==> config.mk <==
export PLATFORM = sky130hd
export DESIGN_NAME = wm_phase_timer
export DESIGN_NICKNAME = d
export VERILOG_FILES = /design/src/rtl/wm_phase_timer.sv
export SDC_FILE = /design/constraint.sdc
export NUM_CORES = 1
export LEC_CHECK = 0
export CAP_MARGIN = 5
export CORE_MARGIN = 3
export CORE_UTILIZATION = 35
export CTS_CLUSTER_DIAMETER = 50
export DETAILED_ROUTE_END_ITERATION = 10
export HOLD_SLACK_MARGIN = 0.06
export SYNTH_ARGS = -nofsm -noshare
export SYNTH_HDL_FRONTEND = slang
export SYNTH_SLANG_ARGS = --single-unit
==> constraint.sdc <==
create_clock -name clk -period 2.05 [get_ports clk]
set_input_delay 0.5125 -clock clk [delete_from_list [all_inputs] [get_ports clk]]
set_output_delay 0.5125 -clock clk [all_outputs]
set_load 0.05 [all_outputs]
==> src/rtl/wm_phase_timer.sv <==
// Phase-duration timer for the washing-machine controller: looks up the duration
// of the active phase for the latched wash mode and counts it down in prescaled ticks.
module wm_phase_timer #(
    parameter int CLK_DIV = 1000,
    parameter int CNT_W   = 8
) (
    input  logic             clk,
    input  logic             rst_n,
    input  logic             timer_enable,
    input  logic [1:0]       phase_sel,
    input  logic             mode1,
    input  logic             mode2,
    input  logic             mode3,
    input  logic             lid,
    output logic             timer_done,
    output logic [CNT_W-1:0] remaining,
    output logic             busy,
    output logic             paused,
    output logic [1:0]       mode_q,
    output logic [1:0]       state_dbg
);

    localparam int PW = (CLK_DIV > 2) ? $clog2(CLK_DIV) : 1;

    typedef enum logic [1:0] {
        IDLE  = 2'b00,
        RUN   = 2'b01,
        PAUSE = 2'b10,
        DONE  = 2'b11
    } state_t;

    state_t            state_q, state_d;
    logic              en_q;
    logic [1:0]        phase_q;
    logic [PW-1:0]     presc_q, presc_d;
    logic [CNT_W-1:0]  rem_d;
    logic              done_d;
    logic [1:0]        mode_cap, mode_d;
    logic              load;
    logic              tick;

    function automatic logic [3:0] duration(input logic [1:0] mode, input logic [1:0] phase);
        logic [3:0] d;
        d = 4'd0;
        case (mode)
            2'b01: case (phase)
                2'b00: d = 4'd2;
                2'b01: d = 4'd4;
                2'b10: d = 4'd2;
                default: d = 4'd2;
            endcase
            2'b10: case (phase)
                2'b00: d = 4'd4;
                2'b01: d = 4'd8;
                2'b10: d = 4'd4;
                default: d = 4'd3;
            endcase
            2'b11: case (phase)
                2'b00: d = 4'd6;
                2'b01: d = 4'd12;
                2'b10: d = 4'd6;
                default: d = 4'd4;
            endcase
            default: d = 4'd0;
        endcase
        return d;
    endfunction

    // Heaviest pressed button wins; no button at all defaults to normal.
    always_comb begin
        if (mode3)      mode_cap = 2'b11;
        else if (mode2) mode_cap = 2'b10;
        else if (mode1) mode_cap = 2'b01;
        else            mode_cap = 2'b10;
    end

    always_comb begin
        mode_d = mode_q;
        if (!timer_enable) mode_d = 2'b00;
        else if (!en_q)    mode_d = mode_cap;
    end

    assign load = timer_enable & (~en_q | (phase_sel != phase_q));
    assign tick = (presc_q == PW'(CLK_DIV - 1));

    always_comb begin
        state_d = state_q;
        rem_d   = remaining;
        presc_d = presc_q;
        done_d  = 1'b0;
        if (!timer_enable) begin
            state_d = IDLE;
            rem_d   = '0;
            presc_d = '0;
        end else if (load) begin
            rem_d   = CNT_W'(duration(mode_d, phase_sel));
            presc_d = '0;
            state_d = lid ? PAUSE : RUN;
        end else begin
            case (state_q)
                RUN, PAUSE: begin
                    // A closed lid in PAUSE resumes counting on the same edge, so a
                    // lid-open window of N cycles delays expiry by exactly N cycles.
                    if (lid) begin
                        state_d = PAUSE;
                    end else begin
                        state_d = RUN;
                        if (tick) begin
                            presc_d = '0;
                            rem_d   = remaining - CNT_W'(1);
                            if (remaining == CNT_W'(1)) begin
                                done_d  = 1'b1;
                                state_d = DONE;
                            end
                        end else begin
                            presc_d = presc_q + PW'(1);
                        end
                    end
                end
                DONE:    rem_d = '0;
                default: state_d = IDLE;
            endcase
        end
    end

    always_ff @(posedge clk or negedge rst_n) begin
        if (!rst_n) begin
            state_q    <= IDLE;
            en_q       <= 1'b0;
            phase_q    <= 2'b00;
            presc_q    <= '0;
            remaining  <= '0;
            timer_done <= 1'b0;
            mode_q     <= 2'b00;
        end else begin
            state_q    <= state_d;
            en_q       <= timer_enable;
            phase_q    <= phase_sel;
            presc_q    <= presc_d;
            remaining  <= rem_d;
            timer_done <= done_d;
            mode_q     <= mode_d;
        end
    end

    assign busy      = (state_q == RUN) | (state_q == PAUSE);
    assign paused    = (state_q == PAUSE);
    assign state_dbg = state_q;

endmodule
# ---- After elaboration in Yosys (flattened, before gate mapping)
# Index checks and enable logic that the tools add are counted.
dict set report word_totals {
  regBits 26
  latch_bits 0
  ramBits 0
  mem_bits_ro 0
  in_bits 9
  output_inout_bits 15
  word_cells 67
  mem_count 0
}
dict set report classes {
  addsub 2
  multipliers 0
  n_div 0
  magnitude_cmp 0
  n_eq_ne 17
  shifts 0
  mux 32
  n_bitwise 4
  reduce_logical 5
}
# operator count
set ops {}
lappend ops {{$mux W10} 5}
lappend ops {{$mux W8} 4}
lappend ops {{$mux W2} 11}
lappend ops {{$pmux W4 S2} 2}
lappend ops {{$pmux W8 S2} 1}
lappend ops {{$pmux W4 S3} 1}
lappend ops {{$add A10 B1 Y10 const B} 1}
lappend ops {{$eq A10 B10 Y1 const B} 1}
lappend ops {{$eq A2 B2 Y1 const B} 5}
lappend ops {{$eq A8 B1 Y1 const B} 1}
lappend ops {{$ne A4 B4 Y1 const B} 2}
lappend ops {{$sub A8 B1 Y8 const B} 1}
lappend ops {{$eq A2 B1 Y1 const B} 3}
lappend ops {{$mux W1} 6}
lappend ops {{$ne A4 B1 Y1 const B} 1}
lappend ops {{$pmux W2 S2} 1}
lappend ops {{$reduce_or A2 Y1} 2}
lappend ops {{$mux W3} 1}
lappend ops {{$ne A3 B1 Y1 const B} 1}
lappend ops {{$ne A3 B2 Y1 const B} 1}
lappend ops {{$ne A3 B3 Y1 const B} 1}
lappend ops {{$reduce_and A3 Y1} 1}
lappend ops {{$logic_not A2 Y1} 1}
lappend ops {{$ne A2 B2 Y1} 1}
lappend ops {{other kinds (4)} 5}

# ---- Logic depth before layout (Yosys ltp)
# Gate-level depths: netlist (run 1).
dict set report depth {
  depth_word 9
  mapped_depth 8
  ltp_nobuf 7
}

# ---- Worst setup path after synthesis (run 1)
# No wires, ideal clock.
dict set report synth_timing {
  path_kind {reg2reg}
  start {register state_q[0], in the netlist state_dbg[0]}
  end {register presc_q[6]}
  setup_ns 0.120
  arrival_time_ns 2.173
  required_time_ns 1.930
  slack_ns -0.243
  path_stages_with_launch 8
  path_buffers 1
  period_less_slack_ns 2.293
  cell_sequence {dfrtp_1 -> inv_1 -> ha_1 -> nor2b_1 -> clkbuf_1 -> o2111ai_1 -> xor2_1 -> nor2_1}
}
dict set report synth_between {
  elab_chain_cells 4
  elab_cells_between_ends 5
  cone_classes {eq/ne (3); reduce/logical (2)}
}
# element line
set synth_lines {}
lappend synth_lines {{start, declared} 32} ;# state_t state_q, state_d;
lappend synth_lines {{start signal, assigned} 136} ;# state_q <= state_d;
lappend synth_lines {{$eq A2 B2 Y1 or $eq A2 B1 Y1 (tied branches)} 100} ;# case (state_q)
lappend synth_lines {{$reduce_or A2 Y1 *} 100}
lappend synth_lines {{$ne A3 B1 Y1 (no line) *} -}
lappend synth_lines {{$reduce_and A2 Y1 (no line) *} -}
lappend synth_lines {{end signal, assigned} 139} ;# presc_q <= presc_d;
lappend synth_lines {{end, declared} 35} ;# logic [PW-1:0] presc_q, presc_d;
# Every way passes the cells marked *; elsewhere a longest branch is shown, timed or not.
# A chain may end at the register's enable or synchronous reset.

# ---- Final worst setup path (run 1)
dict set report layout_timing {
  start {input port mode2}
  end {register remaining[2]}
}
dict set report layout_between {
  elab_chain_cells 8
  elab_cells_between_ends 10
  cone_classes {eq/ne (3); mux (7)}
}
# element line
set layout_lines {}
lappend layout_lines {{start, declared} 12} ;# input logic mode2,
lappend layout_lines {{$mux W2 *} 72} ;# else if (mode2) mode_cap = 2'b10;
lappend layout_lines {{$mux W2 *} 71} ;# if (mode3) mode_cap = 2'b11;
lappend layout_lines {{$mux W2 *} 80} ;# else if (!en_q) mode_d = mode_cap;
lappend layout_lines {{$mux W2 *} 79} ;# if (!timer_enable) mode_d = 2'b00;
lappend layout_lines {{$eq A2 B2 Y1 or $eq A2 B1 Y1 (tied branches)} 45} ;# case (mode)
lappend layout_lines {{$pmux W4 S3 *} 45}
lappend layout_lines {{$mux W8 *} 95} ;# end else if (load) begin
lappend layout_lines {{$mux W8 *} 91} ;# if (!timer_enable) begin
lappend layout_lines {{end signal, assigned} 140} ;# remaining <= rem_d;
lappend layout_lines {{end, declared} 16} ;# output logic [CNT_W-1:0] remaining,
# Marked as above.

==> results of run 1 <==
[layer usage]
metal,up-vias,part of all wire [%]
met5,-,0
li1,715,-
met3,7,5.4
met2,48,47
met4,0,1.3
met1,698,47
[worst min path at each step]
stage | from | endpoint
2_1_floorplan | rst_n | en_q
5_1_grt | remaining[5] | remaining[5]
6_report | remaining[5] | remaining[5]
4_1_cts | remaining[5] | remaining[5]
3_3_place_gp | remaining[5] | remaining[5]
3_5_place_dp | remaining[5] | remaining[5]
[per-stage QoR]
stage	instances	setup TNS, ps	area [um2]
finish	265	0	2120
global route	265	0	2120
CTS	264	-31.5	2100
detailed placement	258	-3440	2010
global placement	258	-2690	2010
floorplan	168	-40.3	1570
[layout make-up]
class / count / area (um2) / share of cell area (%)
clock buffer: 3 / 41.3 / 1.95
clock inverter: 1 / 30.0 / 1.42
inverter: 8 / 30.0 / 1.42
multi-input combinational: 127 / 878 / 41.4
sequential: 26 / 653 / 30.8
tap: 50 / 62.6 / 2.95
timing repair buffer: 50 / 427 / 20.1
[worst reg2reg max path, stage by stage (launching register included)]
cell     delay [ps]
dfrtp_2         380
inv_2            50
ha_4            150
or3_1           300
o32a_1          350
or3_4           390
o41ai_2         280
[power groups by stage]
stage | clock network (mW) | registers [mW] | logic [mW]
after floorplan | 0 | 0.597 | 0.140
after global placement | 0 | 0.555 | 0.309
after detailed placement | 0 | 0.556 | 0.311
after CTS | 0.442 | 0.545 | 0.322
after global routing | 0.461 | 0.548 | 0.356
final | 0.430 | 0.545 | 0.328
[registers in the layout (all words and copies together) (netlist names)]
name and count:
state_dbg 2, presc_q 10, timer_done 1, en_q 1, mode_q 2, phase_q 2
remaining 8
[logic make-up after synthesis]
kind of cell	count (synthesis)	share of synthesized area, %
muxes	1	0.640
buffers and inverters	15	3.92
DFF	26	41.6
adders and majority gates	6	4.80
AOI/OAI and AO/OA	38	19.2
xor gates and xnor gates	9	5.04
and+or+nand+nor	73	24.8
[layout by cell type, fill, tap and decap left out, types with 3 or more instances in the layout]
cell	instances
a21oi_1	6
and3_1	3
buf_4	37
clkbuf_8	3
clkdlybuf4s50_1	10
dfrtp_1	24
ha_1	5
inv_1	6
nand2_1	8
nand2b_1	5
nand3_1	3
nand4_1	4
nor2_1	23
nor2b_1	4
nor3_1	9
o2111ai_1	3
o21ai_1	4
o32a_1	3
or3_1	4
xor2_1	6
[timing repair]
| action | 4_1_cts | 5_1_grt |
|---|---|---|
| setup buffers | 2 | 1 |
| pin swaps | 3 | 2 |
| setup endpoints to repair | 4 | 7 |
| resized for setup | 2 | 2 |
==> impl_results.md, run 1 <==
- Layout cells sized above 1: 26.0%
- # IOs: 24
- Setup WS pre-CTS: -359 ps
- Worst path required time: around 2200 ps
- Clock slew at reported path FFs: about 90 ps
- RSZ-0062 raised after global routing: false
- Worst setup startpoint: mode2
- Die W: 72.8 um
- Crit start category: input port
- Number of fill cells: 409
- Rel. slew slack: 65.3%
- Cts bufs inserted: 3
- Vias per inst: 5.54
- Crit. End Element: flip-flop
- Crit path buffers/inverters: 1
- Slack of the worst reg-to-reg path: 60 ps
- Yosys Warn Count: 0
- Total leakage power: 0.967 nW
- Overall Power: 1.30 mW
- Final hold violation count: 0
- Number of global-route vias before repair: 1362
- Crit path time final: between 2000 and 2500 ps
- Async set-reset flop share out of synthesis: 100%
- Die ar.: 5310 um2
- Final core utilization: 51.2%
- Avg Synthesized Cell Area: a little over 9 um2
- Rows: 23
- GRT Util Overall: between 10% and 20%
- Final worst-path cycle share: 98.1%
- Met1 Resource Use GR: between 20 and 25%
- Yosys reg bits: 26
- Worst r2r src: state_dbg[0]
- Clk buf depth: 2
- Syn nets: 183
- # H-tree levels: 1
- Status: completed
- Synth area leader: dfrtp_1
- Post-DRT Antenna Nets: 0
- Arrival time at the worst endpoint: 2180 ps
- Pwr dens: 614 nW/um2
- Hold slack: 525 ps
- Worst Skew: approximately 4.0 ps
- DR vias: 1468
- WP depth: 6
- Setup violators final: 0
- Post-Synthesis Cells: 168
- Top cell type's share of synthesized area: 41.6%
- Die height: ~73 um
- CP top delay family: compound AO/OA/AOI/OAI gates
- Comb pwr share: about 25%
- Hold Path Depth: 1
- Critical Path Max Stage Delay: 580 ps
- Post-Syn Area: 1560 um2
- Worst-case reg-to-reg path depth: 6
- Slowest stage cell, crit path: or4b_1
- GRT met3 Usage: 2.07%
- Max FO, Critical Path: 3
- Later-pin clock latency in the skew report: between 200 and 300 ps
- Max Cap Violations: 0
- First-pass GRT wire length: 6.47 mm
- GR peak layer: met2
- Hold WC Path Type: flip-flop to flip-flop
- Drt wl/cell: 14.4 um
- Sequential area share after synthesis: a little over two fifths
- Slew Limit Fails: 0
- Gpl congestion: approximately 0.9
- Sw Ratio: 28.8%
- Wirelength, routed: 3.81 mm
- Clk pwr share: between 30% and 40%
- Top_reg_cell synth: dfrtp_1
- Grt met2 use: 24.0%
- Internal power: 0.929 mW
- Detailed Routing Iterations Pass 1: 4
- Distinct cell type count of the synthesized netlist: 47
- Crit path cell chain: clkdlybuf4s50_1, or4b_1, a32oi_1, a2111oi_1, o21a_1, o32a_1
- Final worst setup slack: 38.7 ps
- GRT Residual Overflow: 0
- Reg power frac: 41.8%
- Post-synth top cells: 26 x dfrtp_1, 23 x nor2_1, 9 x nor3_1
- IO buf count: 23
- Starting Density: a little under two fifths
- Sink Count: 26
- Area Growth Syn to Fin: 35.7%
- Ant diodes: 0
- Remaining DRCs: 0
- CTS root buf: clkbuf_8
- Synth area leaders: dfrtp_1 42%, nor2_1 5.5%, ha_1 4.8%, xor2_1 3.4%, nor3_1 2.9%
- CTS tree: yes
- WS Path Type: input port to flip-flop
- Worst Max-Slew Pin Slew: around 520 ps
- FF-to-FF End: remaining[6]
- Max IR drop VDD: 0.000331 V
- Nets@finish: around 230
- Dpl hpwl: 2.91 mm
- Initial antenna violation count: 0
- Most frequent cell after synthesis: dfrtp_1
- Psw: 0.375 mW
- Core ar.: 4140 um2
- Max frequency: 0.497 GHz
- Post-synth EDFFs: 0
- Crit path to: remaining[2]
- Post-CTS Hold Fix Bufs: 0
- Largest net degree at the start of global routing: 27
- Number of DRC markers in iteration 0: a little under 60
Note: power is estimated with default switching activity, not from simulation.
==> inputs of run 2 (changes only) <==
HOLD_SLACK_MARGIN = 0.12   (was 0.06)
PLACE_DENSITY = 0.61   (was unset)
==> impl_results.md, run 2 (synthesized netlist as in run 1, its figures left out) <==
- Max FO, Critical Path: 7
- Later-pin clock latency in the skew report: 280 ps
- Crit path time final: ~2000 ps
- Worst Skew: between 2 and 2.5 ps
- Pwr dens: 601 nW/um2
- Sw Ratio: 29.7%
- Clock slew at reported path FFs: roughly 100 ps
- CTS tree: yes
- Drt wl/cell: 15.1 um
- # H-tree levels: 1
- Nets@finish: between 200 and 250
- Most frequent cells in the layout: 45 x buf_4, 24 x dfrtp_1, 22 x nor2_1, 9 x nor3_1, 9 x clkdlybuf4s50_1
- Crit. End Element: flip-flop
- Cts bufs inserted: 3
- Sink Count: 26
- Ant diodes: 0
- DR vias: 1475
- Slew Limit Fails: 0
- Starting Density: 37.7%
- Remaining DRCs: 0
- Internal power: 0.935 mW
- Number of global-route vias before repair: between 1500 and 2000
- Area Growth Syn to Fin: 41.5%
- Max IR drop VDD: 0.000259 V
- Layout cells sized above 1: 31.8%
- Detailed Routing Iterations Pass 1: 4
- Gpl congestion: 0.934
- WS Path Type: input port to flip-flop
- Wirelength, routed: about 4 mm
- # IOs: 24
- Initial antenna violation count: 0
- Final hold violation count: 0
- Core ar.: 4140 um2
- Post-Layout Cell Count: 273
- Vias per inst: 5.40
- Die height: 72.8 um
- Max Cap Violations: 0
- Post-route cell area: approximately 2200 um2
- Worst path required time: 2250 ps
- RSZ-0062 raised after global routing: true
- Psw: between 0.3 and 0.4 mW
- Crit start category: input port
- Met1 Resource Use GR: 22.1%
- Placed Cells: 261
- GRT met3 Usage: under 10%
- Most common cell after layout, fill and taps aside: buf_4
- Largest net degree at the start of global routing: 27
- Post-DRT Antenna Nets: 0
- GRT Residual Overflow: 0
- Status: completed
- Grt met2 use: between 20% and 30%
- Setup violators final: 0
- Rel. slew slack: 65.0%
- Total leakage power: just over 1 nW
- Post-CTS Hold Fix Bufs: 0
- Max frequency: 0.498 GHz
- Number of DRC markers in iteration 0: 79
- IO buf count: 23
- CTS root buf: clkbuf_8
- Die W: 72.8 um
- Final worst-path cycle share: 97.9%
- Largest registers: presc_q (10), remaining (8)
- First-pass GRT wire length: 7.03 mm
- Comb pwr share: about a quarter
- Clk pwr share: between 30% and 40%
- Die ar.: 5310 um2
- Worst Max-Slew Pin Slew: 524 ps
- Setup TNS Final: 0 ps
- Biggest register: presc_q
- Largest register FFs: 10
- GRT Util Overall: 16.7%
- Clk buf depth: 2
- Post-DP Area: 2020 um2
- Hold WC Path Type: flip-flop to flip-flop
- Rows: 23
- Reg power frac: 41.0%
- GR peak layer: met2
- Dpl hpwl: between 2 and 3 mm
- Arrival time at the worst endpoint: 2210 ps
[run 2: per-stage QoR]
stage	setup WS, ps	power (mW)	utilization (%)	hold slack, ps
final	43.0	1.33	53.4	525
after CTS	-36.9	1.33	52.1	532
after detailed placement	-345	0.869	48.6	493
after global placement	-312	0.864	48.6	492
after global routing	-9.53	1.39	53.4	567
after floorplan	-18.5	0.736	-	217
[run 2: routing by layer]
layer	vias up	share of wire (%)
met4	0	0.73
met1	721	46
met5	-	0
li1	723	-
met2	28	50
met3	3	2.9
[run 2: worst max-delay path: stages]
cell             delay [ps]
clkdlybuf4s50_1         620
nand4_1                 140
buf_4                   180
or3_4                   400
buf_4                   160
o31ai_4                 190
[run 2: power by group through the flow]
| stage | sequential [mW] | clock [mW] | combinational, mW |
|---|---|---|---|
| 6_report | 0.545 | 0.441 | 0.344 |
| 5_1_grt | 0.548 | 0.470 | 0.374 |
| 4_1_cts | 0.544 | 0.451 | 0.333 |
| 3_5_place_dp | 0.555 | 0 | 0.314 |
| 3_3_place_gp | 0.554 | 0 | 0.310 |
| 2_1_floorplan | 0.597 | 0 | 0.140 |
[run 2: final cells by class]
cell class	instances	area (um2)
clock buffer	3	41.3
clock inverter	1	30.0
sequential	26	653
inverter	8	30.0
timing repair buffer	58	480
multi-input combinational	127	916
fill	380	1930
tap	50	62.6
[run 2: path summary, 6_finish.rpt]
kind | cells after the start | slack (ps) | startpoint | endpoint
setup / recovery | 6 | 40 | timer_enable | remaining[7]
hold / removal | 1 | 530 | remaining[5] | remaining[5]
setup reg to reg | 9 | 50 | state_dbg[0] | remaining[3]
max in group asynchronous | 2 | 1180 | rst_n | state_dbg[0]
hold reg to reg | 1 | 530 | remaining[5] | remaining[5]
min in group asynchronous | 2 | 590 | rst_n | presc_q[9]
[run 2: what timing repair did]
item,CTS,global route
setup endpoints to repair,8,10
buffers inserted,8,1
gates resized for setup,5,9
pin swaps,7,6
cloned,0,0
==> inputs of run 3 (changes only) <==
REMOVE_ABC_BUFFERS = 1   (was unset)
==> impl_results.md, run 3 (synthesized netlist as in run 1, its figures left out) <==
- Post-DRT Antenna Nets: 0
- # H-tree levels: 1
- GRT Util Overall: ~16%
- Min-delay src: remaining[6]
- Most frequent cells in the layout: 40 x buf_4, 26 x dfrtp_1, 22 x nor2_1, 9 x nor3_1
- Crit start category: flip-flop
- Status: complete, but fails checks
- WHS Endpoint: remaining[6]
- Drt wl/cell: ~15 um
- Die height: 72.8 um
- Core ar.: 4140 um2
- Hold Path Depth: 1
- # IOs: 24
- Setup violators final: 1
- Wirelength, routed: 4.13 mm
- DR vias: 1505
- Hold WC Path Type: flip-flop to flip-flop
- Failing checks: setup timing
- Biggest register: presc_q
- Later-pin clock latency in the skew report: 270 ps
- Worst Max-Slew Pin Slew: about 530 ps
- Area Growth Syn to Fin: 43.2%
- Post-DP Area: 2010 um2
- Crit path cell chain: inv_2, ha_4, or3_1, o32a_1, or3_4, buf_4, o41ai_2
- Final core utilization: 54.0%
- Slowest stage cell, crit path: dfrtp_1
- Placed Cells: ~260
- Initial antenna violation count: 0
- Post-Layout Cell Count: 270
- Post-route cell area: 2240 um2
- Clk buf depth: 2
- First-pass GRT wire length: 6.56 mm
- Total leakage power: 1.02 nW
- Arrival time at the worst endpoint: 2230 ps
- Cts bufs inserted: 3
- Die W: 72.8 um
- Final worst setup slack: -9.90 ps
- Slew Limit Fails: 0
- Post-CTS Hold Fix Bufs: 0
- Max FO, Critical Path: 3
- Final hold violation count: 0
- Rel. slew slack: 64.7%
- Pwr dens: 599 nW/um2
- Detailed Routing Iterations Pass 1: 4
- Rows: 23
- WS Path Type: flip-flop to flip-flop
- Slack of the worst reg-to-reg path: -10 ps
- Max frequency: 0.485 GHz
- Setup TNS Final: -9.90 ps
- Remaining DRCs: 0
- Die ar.: 5310 um2
- Worst r2r src: state_dbg[0]
- Vias per inst: 5.57
- Critical Path Max Stage Delay: about 380 ps
- Clock slew at reported path FFs: around 90 ps
- FF-to-FF End: remaining[4]
- Gpl congestion: 0.853
- GRT Residual Overflow: 0
- Max IR drop VDD: 0.000254 V
- IO buf count: 23
- Worst-case reg-to-reg path depth: 7
- Max Cap Violations: 0
- CTS root buf: clkbuf_8
- Layout cells sized above 1: 30.0%
- Nets@finish: 236
- Sink Count: 26
- Most common cell after layout, fill and taps aside: buf_4
- Number of DRC markers in iteration 0: 80
- Largest registers: presc_q (10), remaining (8)
- Worst path required time: 2220 ps
- Number of global-route vias before repair: 1422
- Crit path time final: between 2000 and 2500 ps
- CTS tree: yes
- Largest register FFs: 10
- Final worst-path cycle share: 100%
- Dpl hpwl: 2.90 mm
- Ant diodes: 0
- Worst Skew: 3.47 ps
- Starting Density: a little under two fifths
- Crit. End Element: flip-flop
- Largest net degree at the start of global routing: 27
- RSZ-0062 raised after global routing: true
==> run 3: repair_timing <==
item,in CTS,in global routing
cloned,0,0
resized for setup,8,15
setup buffers,5,3
endpoints found under the setup margin,7,13
pin swaps,6,7
hold endpoints to repair,0,0
==> run 3: worst max-delay path by stage <==
stage	endpoint	slack (ps)	from	cells past startpoint
after floorplan	presc_q[6]	-280	state_dbg[0]	6
after global placement	remaining[6]	-330	lid	5
after detailed placement	remaining[6]	-380	lid	5
after CTS	remaining[6]	-60	state_dbg[0]	6
after global routing	remaining[6]	-70	state_dbg[0]	6
final	remaining[4]	-10	state_dbg[0]	7
==> run 3: metal layers <==
metal / vias to the layer above / global-route usage, % / routed length [um]
met5: - / 0 / 0
met2: 43 / 25.8 / 2020
met3: 6 / 2.75 / 224
met4: 0 / 4.92 / 55
li1: 724 / - / -
met1: 732 / 20.9 / 1830
==> run 3: critical path, delay by kind of cell, from the launching register on <==
family	cells	cell delay, ps
AO/OA/AOI/OAI	2	550
adder cells (fa/ha/maj)	1	160
buffers and inverters	2	210
flip-flops	1	380
AND/OR/NAND/NOR	2	670
==> run 3: metrics by stage <==
step | power (mW) | setup slack (ps) | hold slack [ps]
after CTS | 1.32 | -62.3 | 528
final | 1.34 | -9.90 | 524
after floorplan | 0.726 | -284 | 217
after global placement | 0.862 | -330 | 484
after global routing | 1.40 | -72.9 | 551
after detailed placement | 0.868 | -377 | 503
==> run 3: final cells by class <==
cell class | instances | area (um2)
Multi-Input combinational cell | 127 | 952
Fill cell | 397 | 1900
Clock buffer | 3 | 41.3
Timing Repair Buffer | 55 | 473
Sequential cell | 26 | 651
Tap cell | 50 | 62.6
Inverter | 8 | 30.0
Clock inverter | 1 | 30.0
==> run 3: power breakdown <==
| part | internal [mW] | switching, mW |
|---|---|---|
| logic | 0.153 | 0.210 |
| clock network | 0.261 | 0.173 |
| registers | 0.528 | 0.0157 |
| total | 0.942 | 0.398 |
